$ cat src/rtl/plugboard_stage.sv
// plugboard_stage
//   Keyboard-side front end of the Enigma datapath, feeding rotor_1.
//   Accepts one key code per valid/ready handshake, maps it through the
//   programmable plugboard swap table, tags it with the running press index
//   (0..25, wrapping) and presents the result through a one-deep registered
//   valid/ready output. A CLEAR walk restores the identity map one entry per
//   cycle.
//
// Ports
//   clk, rst                    rising-edge clock, async active-high reset
//   key_valid/key_code/key_ready   key input handshake (codes 0..25 legal)
//   cfg_wr, cfg_a, cfg_b        program swap pair cfg_a <-> cfg_b
//   cfg_clear                   start the identity-restore walk
//   cfg_busy                    high while the walk runs
//   cfg_err                     one-cycle pulse for a rejected cfg_wr
//   pair_count                  number of programmed pairs
//   plug_board_out              swapped letter to rotor_1
//   plugboard_presstime         press index of that letter
//   out_valid/out_ready         output handshake
module plugboard_stage #(
  parameter int MAX_PAIRS   = 10,
  parameter int NUM_LETTERS = 26
) (
  input  logic       clk,
  input  logic       rst,
  input  logic       key_valid,
  input  logic [4:0] key_code,
  output logic       key_ready,
  input  logic       cfg_wr,
  input  logic [4:0] cfg_a,
  input  logic [4:0] cfg_b,
  input  logic       cfg_clear,
  output logic       cfg_busy,
  output logic       cfg_err,
  output logic [3:0] pair_count,
  output logic [4:0] plug_board_out,
  output logic [4:0] plugboard_presstime,
  output logic       out_valid,
  input  logic       out_ready
);

  localparam logic [4:0] LIMIT    = 5'(NUM_LETTERS);
  localparam logic [4:0] LAST     = 5'(NUM_LETTERS - 1);
  localparam logic [3:0] PAIR_MAX = 4'(MAX_PAIRS);

  typedef enum logic {IDLE, CLEAR} state_t;

  state_t     state, state_next;
  logic [4:0] map [NUM_LETTERS];
  logic [4:0] clr_idx;
  logic [4:0] counter;

  logic       in_idle;
  logic       clear_start;
  logic       wr_req;
  logic       a_legal, b_legal;
  logic [4:0] map_a, map_b;
  logic       wr_ok, wr_bad;
  logic       key_fire, key_take;

  // State register
  always_ff @(posedge clk or posedge rst) begin
    if (rst) state <= IDLE;
    else     state <= state_next;
  end

  // Next state, request arbitration and handshake outputs
  always_comb begin
    state_next  = state;
    in_idle     = (state == IDLE);
    cfg_busy    = (state == CLEAR);
    clear_start = 1'b0;
    wr_req      = 1'b0;
    a_legal     = (cfg_a < LIMIT);
    b_legal     = (cfg_b < LIMIT);
    // Out-of-range codes never index the table; they fail the checks anyway.
    map_a       = a_legal ? map[cfg_a] : cfg_a;
    map_b       = b_legal ? map[cfg_b] : cfg_b;
    wr_ok       = 1'b0;
    wr_bad      = 1'b0;
    key_ready   = 1'b0;
    key_fire    = 1'b0;
    key_take    = 1'b0;

    if (state == IDLE) begin
      if (cfg_clear) state_next = CLEAR;
    end else begin
      if (clr_idx == LAST) state_next = IDLE;
    end

    // Priority in IDLE: cfg_clear > cfg_wr > key
    clear_start = in_idle && cfg_clear;
    wr_req      = in_idle && !cfg_clear && cfg_wr;
    wr_ok       = wr_req && a_legal && b_legal && (cfg_a != cfg_b) &&
                  (map_a == cfg_a) && (map_b == cfg_b) && (pair_count != PAIR_MAX);
    wr_bad      = wr_req && !wr_ok;
    key_ready   = in_idle && !cfg_clear && !cfg_wr && (!out_valid || out_ready);
    key_fire    = key_valid && key_ready;
    key_take    = key_fire && (key_code < LIMIT);
  end

  // Swap table; CLEAR and cfg_wr never coincide, keys only read it
  always_ff @(posedge clk or posedge rst) begin
    if (rst) begin
      for (int unsigned i = 0; i < NUM_LETTERS; i++) map[i] <= 5'(i);
    end else if (state == CLEAR) begin
      map[clr_idx] <= clr_idx;
    end else if (wr_ok) begin
      map[cfg_a] <= cfg_b;
      map[cfg_b] <= cfg_a;
    end
  end

  // Walk index, pair count, error pulse, press counter and output register
  always_ff @(posedge clk or posedge rst) begin
    if (rst) begin
      clr_idx             <= '0;
      pair_count          <= '0;
      cfg_err             <= 1'b0;
      counter             <= '0;
      out_valid           <= 1'b0;
      plug_board_out      <= '0;
      plugboard_presstime <= '0;
    end else begin
      cfg_err <= wr_bad;

      if (clear_start)          clr_idx <= '0;
      else if (state == CLEAR)  clr_idx <= (clr_idx == LAST) ? '0 : clr_idx + 5'd1;

      if (clear_start)  pair_count <= '0;
      else if (wr_ok)   pair_count <= pair_count + 4'd1;

      // Illegal codes are consumed without output; the valid flag still
      // drops because key_ready already guaranteed the slot was free.
      if (key_take) begin
        plug_board_out      <= map[key_code];
        plugboard_presstime <= counter;
        out_valid           <= 1'b1;
        counter             <= (counter == LAST) ? '0 : counter + 5'd1;
      end else if (out_ready) begin
        out_valid <= 1'b0;
      end
    end
  end

endmodule

$ cat config.mk
export PLATFORM = sky130hd
export DESIGN_NAME = plugboard_stage
export DESIGN_NICKNAME = d
export VERILOG_FILES = /design/src/rtl/plugboard_stage.sv
export SDC_FILE = /design/constraint.sdc
export NUM_CORES = 1
export LEC_CHECK = 0
export ABC_CLOCK_PERIOD_IN_PS = 5700
export BUFFER_PORTS_ARGS = -buffer_cell sky130_fd_sc_hd__buf_2
export CAP_MARGIN = 20
export CORE_UTILIZATION = 35
export DETAILED_ROUTE_END_ITERATION = 7
export PLACE_DENSITY_LB_ADDON = 0.08
export SYNTH_ARGS = -nofsm -noshare
export SYNTH_HDL_FRONTEND = slang
export SYNTH_SLANG_ARGS = --single-unit
$ cat constraint.sdc
create_clock -name clk -period 5.7 [get_ports clk]
set_input_delay 1.425 -clock clk [delete_from_list [all_inputs] [get_ports clk]]
set_output_delay 1.425 -clock clk [all_outputs]
set_load 0.005 [all_outputs]
==> impl_metrics.toml, run 1 <==
[sta]
tightest_slew_ns = 1.067
worst_clock_skew_ns = 0.01256
rsz0062_at_grt = "no"
hold_viol_final = 0
tns_ns = 0
min_period_over_period = 0.8308
timing.slew.headroom = 0.2882
worst_slack_ns = 0.9644
fmax_mhz = 211.2
setup_violations = 0
drv_slew = 0
finalCriticalPeriod_ns = 4.736

[clocking]
cts_setup_buffers = 0
cts_buffers = 17
cts_hold_buf = 0
cts_tree = "done"
clock-root-buffer = "clkbuf_16"
htreeDepth = 4
clock_latency_ns = 0.47
cts.repair.resized = 0
clkTransAtPathRegs_ns = 0.07
cts_sinks = 157
cts_max_path_buffers = 2

[placed_design]
port_buffers = 38
hpwl_um = 45710
dp_slack_ns = 0.5609
placed_area_um2 = 13290
gp_congestion = 1.020

[setup_path]
critPathLaunchType = "input pin"
critPathRequiredTime_ns = 5.99
cp.arrival_ns = 5.03
worst-setup-path-type = "input pin to flop"
cp_max_fo = 44
cp-end-kind = "flop"

[power]
p_int_mw = 2.970
leakagePower_nw = 5.505
power_frac_seq = 0.370
clockPowerShare = 0.232
p_per_area_nw_per_um2 = 387.5
swShare = 0.4485
ir_worst_vdd_mv = 0.5073
p_sw_mw = 2.415
power_frac_comb = 0.399

[routing]
wl_per_cell_um = 32.75
num_vias = 12763
wirelength_um = 62620
drtAntennaViolNets = 0
drtIter0Drc = 1647
drc = 0
viasPerCell = 6.675
firstDrtPassIters = 6

[synth]
ys_types = 89
syn-num-nets = 1461
synth_edf_count = 0
ys.flop_type = "dfrtp_1"
yosysTopAreaCell = "dfrtp_1"
synth_area_um2 = 12490
synth_top_cells_by_count = "221 x nand2_1, 146 x nor2_1, 101 x o21ai_0, 100 x dfrtp_1, 79 x mux2i_1"
async_flop_share = 1.000
postSynthCellCount = 1432
yosys_warnings = 0
yosysMostFrequentCell = "nand2_1"
synth.top_cells.by_area = "dfrtp_1 20%, dfstp_2 12%, mux4_2 9.7%, nand2_1 6.6%, mux2i_1 6.3%"
synth.avg_cell_area_um2 = 8.725
ys_seq_area_frac = 0.3201
ys_ff_latch = 157
synth.top_cell.area_share = 0.2003

[layout]
drive_gt1_frac = 0.2062
finalNetCount = 1472
finalInstanceArea_um2 = 13900
areaGrowthSynthToFinish_pct = 11.24

[floorplan]
initial_core_util = 0.3591
dieArea_um2 = 36460
die-height_um = 190.9
rows = 68
ios = 39
coreArea_um2 = 34800
die_x_um = 190.9

[global_routing]
grt_max_degree = 81
antenna_found_initial = 7
grt_pass1_wl_um = 89760
grt_util_all_layers = 0.3507
grt-ovfl-total = 0
grt_pass1_vias = 12139

[worst_hold_path]
hold_path.class = "flop to flop"

[status]
status = "finished, final reports clean"

[flow_run]
maxCapViolCount = 0
## area by class of cell
type / instances / area, µm²
diodes: 2 / 5.005
well taps: 455 / 569.3
inverters: 17 / 68.82
clock inverters: 12 / 171.4
multi-input cells: 1139 / 7870
fillers: 3554 / 20900
clock buffers: 19 / 432.9
flip-flops and latches: 157 / 4000
repair buffers: 111 / 780.7
## sequential cells by signal, summed over array words and instances (netlist names)
signal               count
plug_board_out           5
plugboard_presstime      5
clr_idx                  5
map                    130
cfg_busy                 1
cfg_err                  1
pair_count               4
out_valid                1
counter                  5
## cells by family (layout without fill, tap and decap cells)
group,after synthesis,after routing,share of synthesized area
AO/OA/AOI/OAI,432,432,0.2345
XOR/XNOR,11,11,0.008312
adder cells (fa/ha/maj),8,8,0.008012
buffers and inverters,136,159,0.05037
flip-flops,157,157,0.3201
multiplexers,160,160,0.1853
other,0,2,0
AND/OR/NAND/NOR,528,528,0.1934
## metal layers
metal,vias to the layer above,part of all wire,global-route usage
met2,808,0.43,0.5118
met4,8,0.048,0.1655
met5,-,0.00080,0
met3,156,0.095,0.08518
met1,6393,0.43,0.4839
li1,5398,-,-
## power by group through the flow
| stage | Sequential, mW | Clock [mW] | Combinational (mW) |
|---|---|---|---|
| 2_1_floorplan | 1.72 | 0 | 1.28 |
| 3_3_place_gp | 1.98 | 0 | 2.07 |
| 3_5_place_dp | 1.99 | 0 | 2.06 |
| 4_1_cts | 1.97 | 1.27 | 2.07 |
| 5_1_grt | 2.01 | 1.31 | 2.24 |
| 6_report | 1.99 | 1.25 | 2.15 |
## worst max-delay path: stages
cell	delay [ns]
buf_2	0.44
or4b_1	0.74
o32ai_1	0.33
a31oi_1	0.13
and4_1	0.18
a211oi_1	0.39
a31oi_4	0.24
or3_4	0.63
nor4b_1	0.40
a211oi_1	0.07
## placed cells by master (no fill, tap or decap), types with 15 or more instances in the layout
cell type  count
nand3_1       23
a21oi_1       73
nor2b_1       17
mux2_2        24
clkbuf_16     17
mux2i_1       79
nor3_1        26
nand2_1      221
a22oi_1       76
o22ai_1       28
a211oi_1      25
a31oi_1       24
mux4_2        54
and3_1        15
buf_2         36
nor2_1       146
buf_4         72
dfrtp_1      100
o21ai_0      101
dfstp_2       57
## through the flow
| stage | util | instances | power [mW] | hold WS, ns |
|---|---|---|---|---|
| 6_report | 0.3994 | 1912 | 5.385 | 0.4732 |
| 5_1_grt | 0.3993 | 1910 | 5.562 | 0.5038 |
| 4_1_cts | 0.3993 | 1910 | 5.304 | 0.4807 |
| 3_5_place_dp | 0.3819 | 1879 | 4.051 | 0.4645 |
| 3_3_place_gp | 0.3819 | 1879 | 4.050 | 0.4563 |
| 2_1_floorplan | - | 1432 | 3.002 | 0.4650 |
## final timing paths
kind	start	endpoint	slack [ns]	cells after the start
worst max-delay path	cfg_a[2]	map[101]	0.96	10
worst min-delay path	plug_board_out[4]	plug_board_out[4]	0.47	2
worst max register to register	clr_idx[0]	map[6]	2.01	6
worst min register to register	plug_board_out[4]	plug_board_out[4]	0.47	2
max in group asynchronous	rst	map[97]	3.64	3
min in group asynchronous	rst	plugboard_presstime[1]	1.06	2
(Power assumes the default switching activity.)
==> inputs of run 2 (changes only) <==
- ABC_CLOCK_PERIOD_IN_PS: 5700 -> 4300
- clock period: 5.7 -> 4.3 ns (I/O delays scaled with it)
==> impl_metrics.toml, run 2 (synthesis results as in run 1) <==
[status]
status = "finished, final reports clean"

[setup_path]
cp_max_fo = 23
critPathTopFamily = "simple AND/OR/NAND/NOR gates"
path_cells = "buf_2 -> buf_4 -> nand2_1 -> nor3_1 -> a22oi_1 -> and3_1 -> a211oi_1 -> buf_4 -> a31oi_4 -> or3_4 -> buf_4 -> o21ai_0 -> nand2_1"
ff2ff_path_depth = 11
reg2reg_slack_ns = 1.01
r2r_end = "map[111]"
reg2reg_from = "map[85]"
critPathRequiredTime_ns = 4.68
max_stage_delay_ns = 0.55
worst-setup-path-type = "input pin to flop"
cp.arrival_ns = 4.38
cp_slowest_cell = "or3_4"
critPathLaunchType = "input pin"
cp-end-kind = "flop"
path_common_cell = "buf_4"
worst-path-buf-inv = 4

[placed_design]
hpwl_um = 51070
dp_slack_ns = -0.02745
port_buffers = 38
gp_congestion = 1.011
placed_cells = 1976

[sta]
hold_viol_final = 0
holdWs_ns = 0.4709
finalCriticalPeriod_ns = 3.997
setup_violations = 0
tightest_slew_ns = 0.9970
drv_slew = 0
fmax_mhz = 250.2
min_period_over_period = 0.9295
worst_slack_ns = 0.3030
worst_clock_skew_ns = 0.01521
rsz0062_at_grt = "no"
tns_ns = 0
timing.slew.headroom = 0.3303

[global_routing]
met1_usage = 0.5151
grt_pass1_wl_um = 94660
grt.busiest_layer = "met2"
grt_pass1_vias = 12533
grt-ovfl-total = 0
grt_max_degree = 74
grt_util_all_layers = 0.3722
grt_use_met2 = 0.5479
antenna_found_initial = 2
grt_use_met3 = 0.08372

[power]
p_int_mw = 3.879
clockPowerShare = 0.205
power_mw = 7.185
power_frac_comb = 0.434
leakagePower_nw = 5.990
p_sw_mw = 3.306
ir_worst_vdd_mv = 0.5065
power_frac_seq = 0.361
swShare = 0.4601
p_per_area_nw_per_um2 = 487.9

[clocking]
cts_buffers = 17
htreeDepth = 4
cts_setup_buffers = 0
cts_tree = "done"
cts_max_path_buffers = 2
cts.repair.resized = 0
clkTransAtPathRegs_ns = 0.07
cts_hold_buf = 0
clock_latency_ns = 0.46
cts_sinks = 157
clock-root-buffer = "clkbuf_16"

[floorplan]
die_x_um = 190.9
initial_core_util = 0.3591
rows = 68
ios = 39
dieArea_um2 = 36460
coreArea_um2 = 34800
die-height_um = 190.9

[routing]
wl_per_cell_um = 33.08
drc = 0
wirelength_um = 66500
drtIter0Drc = 1688
num_vias = 13164
drtAntennaViolNets = 0
firstDrtPassIters = 6
viasPerCell = 6.549

[layout]
layout_commonest_cell = "nand2_1"
stdcell_count = 2010
fillers = 3515
largest_register_ffs = 130
finalNetCount = 1569
seqCellArea_um2 = 4000
largest-register = "map"
drive_gt1_frac = 0.2537
areaGrowthSynthToFinish_pct = 17.88
multiInputGateArea_um2 = 7875
final_cell_mix = "221 x nand2_1, 155 x buf_4, 146 x nor2_1, 101 x o21ai_0, 100 x dfrtp_1"

[worst_hold_path]
whs_endpoint = "plug_board_out[1]"
hold_path_depth = 2
worstHoldStart = "plug_board_out[1]"
hold_path.class = "flop to flop"

[flow_run]
maxCapViolCount = 0
-- run 2: cell types whose count changed in the layout (fill, tap and decap cells not counted), sizes merged --
cell,delta
buf,+97
clkinv,-2
inv,-1
bufinv,-3
clkinvlp,+2
clkbuf,+5
-- run 2: power groups by stage --
stage	clock, mW	sequential, mW	combinational (mW)
final	1.47	2.60	3.12
after global routing	1.56	2.62	3.25
after CTS	1.50	2.56	3.02
after detailed placement	0	2.59	3.00
after global placement	0	2.59	3.00
after floorplan	0	2.29	1.69
-- run 2: layout make-up --
class | instances | area share
multi-input cells | 1139 | 0.5347
flip-flops and latches | 157 | 0.2716
repair buffers | 208 | 0.1143
well taps | 455 | 0.03865
clock buffers | 24 | 0.03067
clock inverters | 8 | 0.005097
inverters | 17 | 0.004588
diodes | 2 | 0.0003398
-- run 2: how the worst max path moves through the flow --
| stage | cells past startpoint | from | slack [ns] | end |
|---|---|---|---|---|
| after detailed placement | 11 | cfg_a[3] | -0.03 | map[101] |
| after global routing | 13 | cfg_a[3] | 0.31 | map[41] |
| after global placement | 12 | cfg_a[3] | -0.07 | map[34] |
| final | 13 | cfg_a[3] | 0.30 | map[34] |
| after floorplan | 13 | cfg_b[0] | 0.48 | map[95] |
| after CTS | 11 | cfg_a[3] | 0.45 | map[101] |
-- run 2: layer usage --
| metal | part of all wire | vias up | wire length (µm) |
|---|---|---|---|
| li1 | - | 5594 | - |
| met1 | 0.43 | 6617 | 28280 |
| met2 | 0.43 | 786 | 28610 |
| met3 | 0.094 | 167 | 6239 |
| met4 | 0.051 | 0 | 3370 |
| met5 | 0 | - | 0 |
-- run 2: metrics by stage --
stage | instance area (µm²) | utilization
2_1_floorplan | 12500 | -
3_5_place_dp | 14200 | 0.4080
4_1_cts | 14720 | 0.4231
3_3_place_gp | 14190 | 0.4078
5_1_grt | 14720 | 0.4231
6_report | 14730 | 0.4232
-- run 2: worst reg2reg max path: cells and delay by family, from the launching register on --
family          cells  cell delay (ns)
compound gates      4             0.99
buf+inv             2             0.33
flops               1             0.50
mux                 2             0.90
simple gates        3             0.51
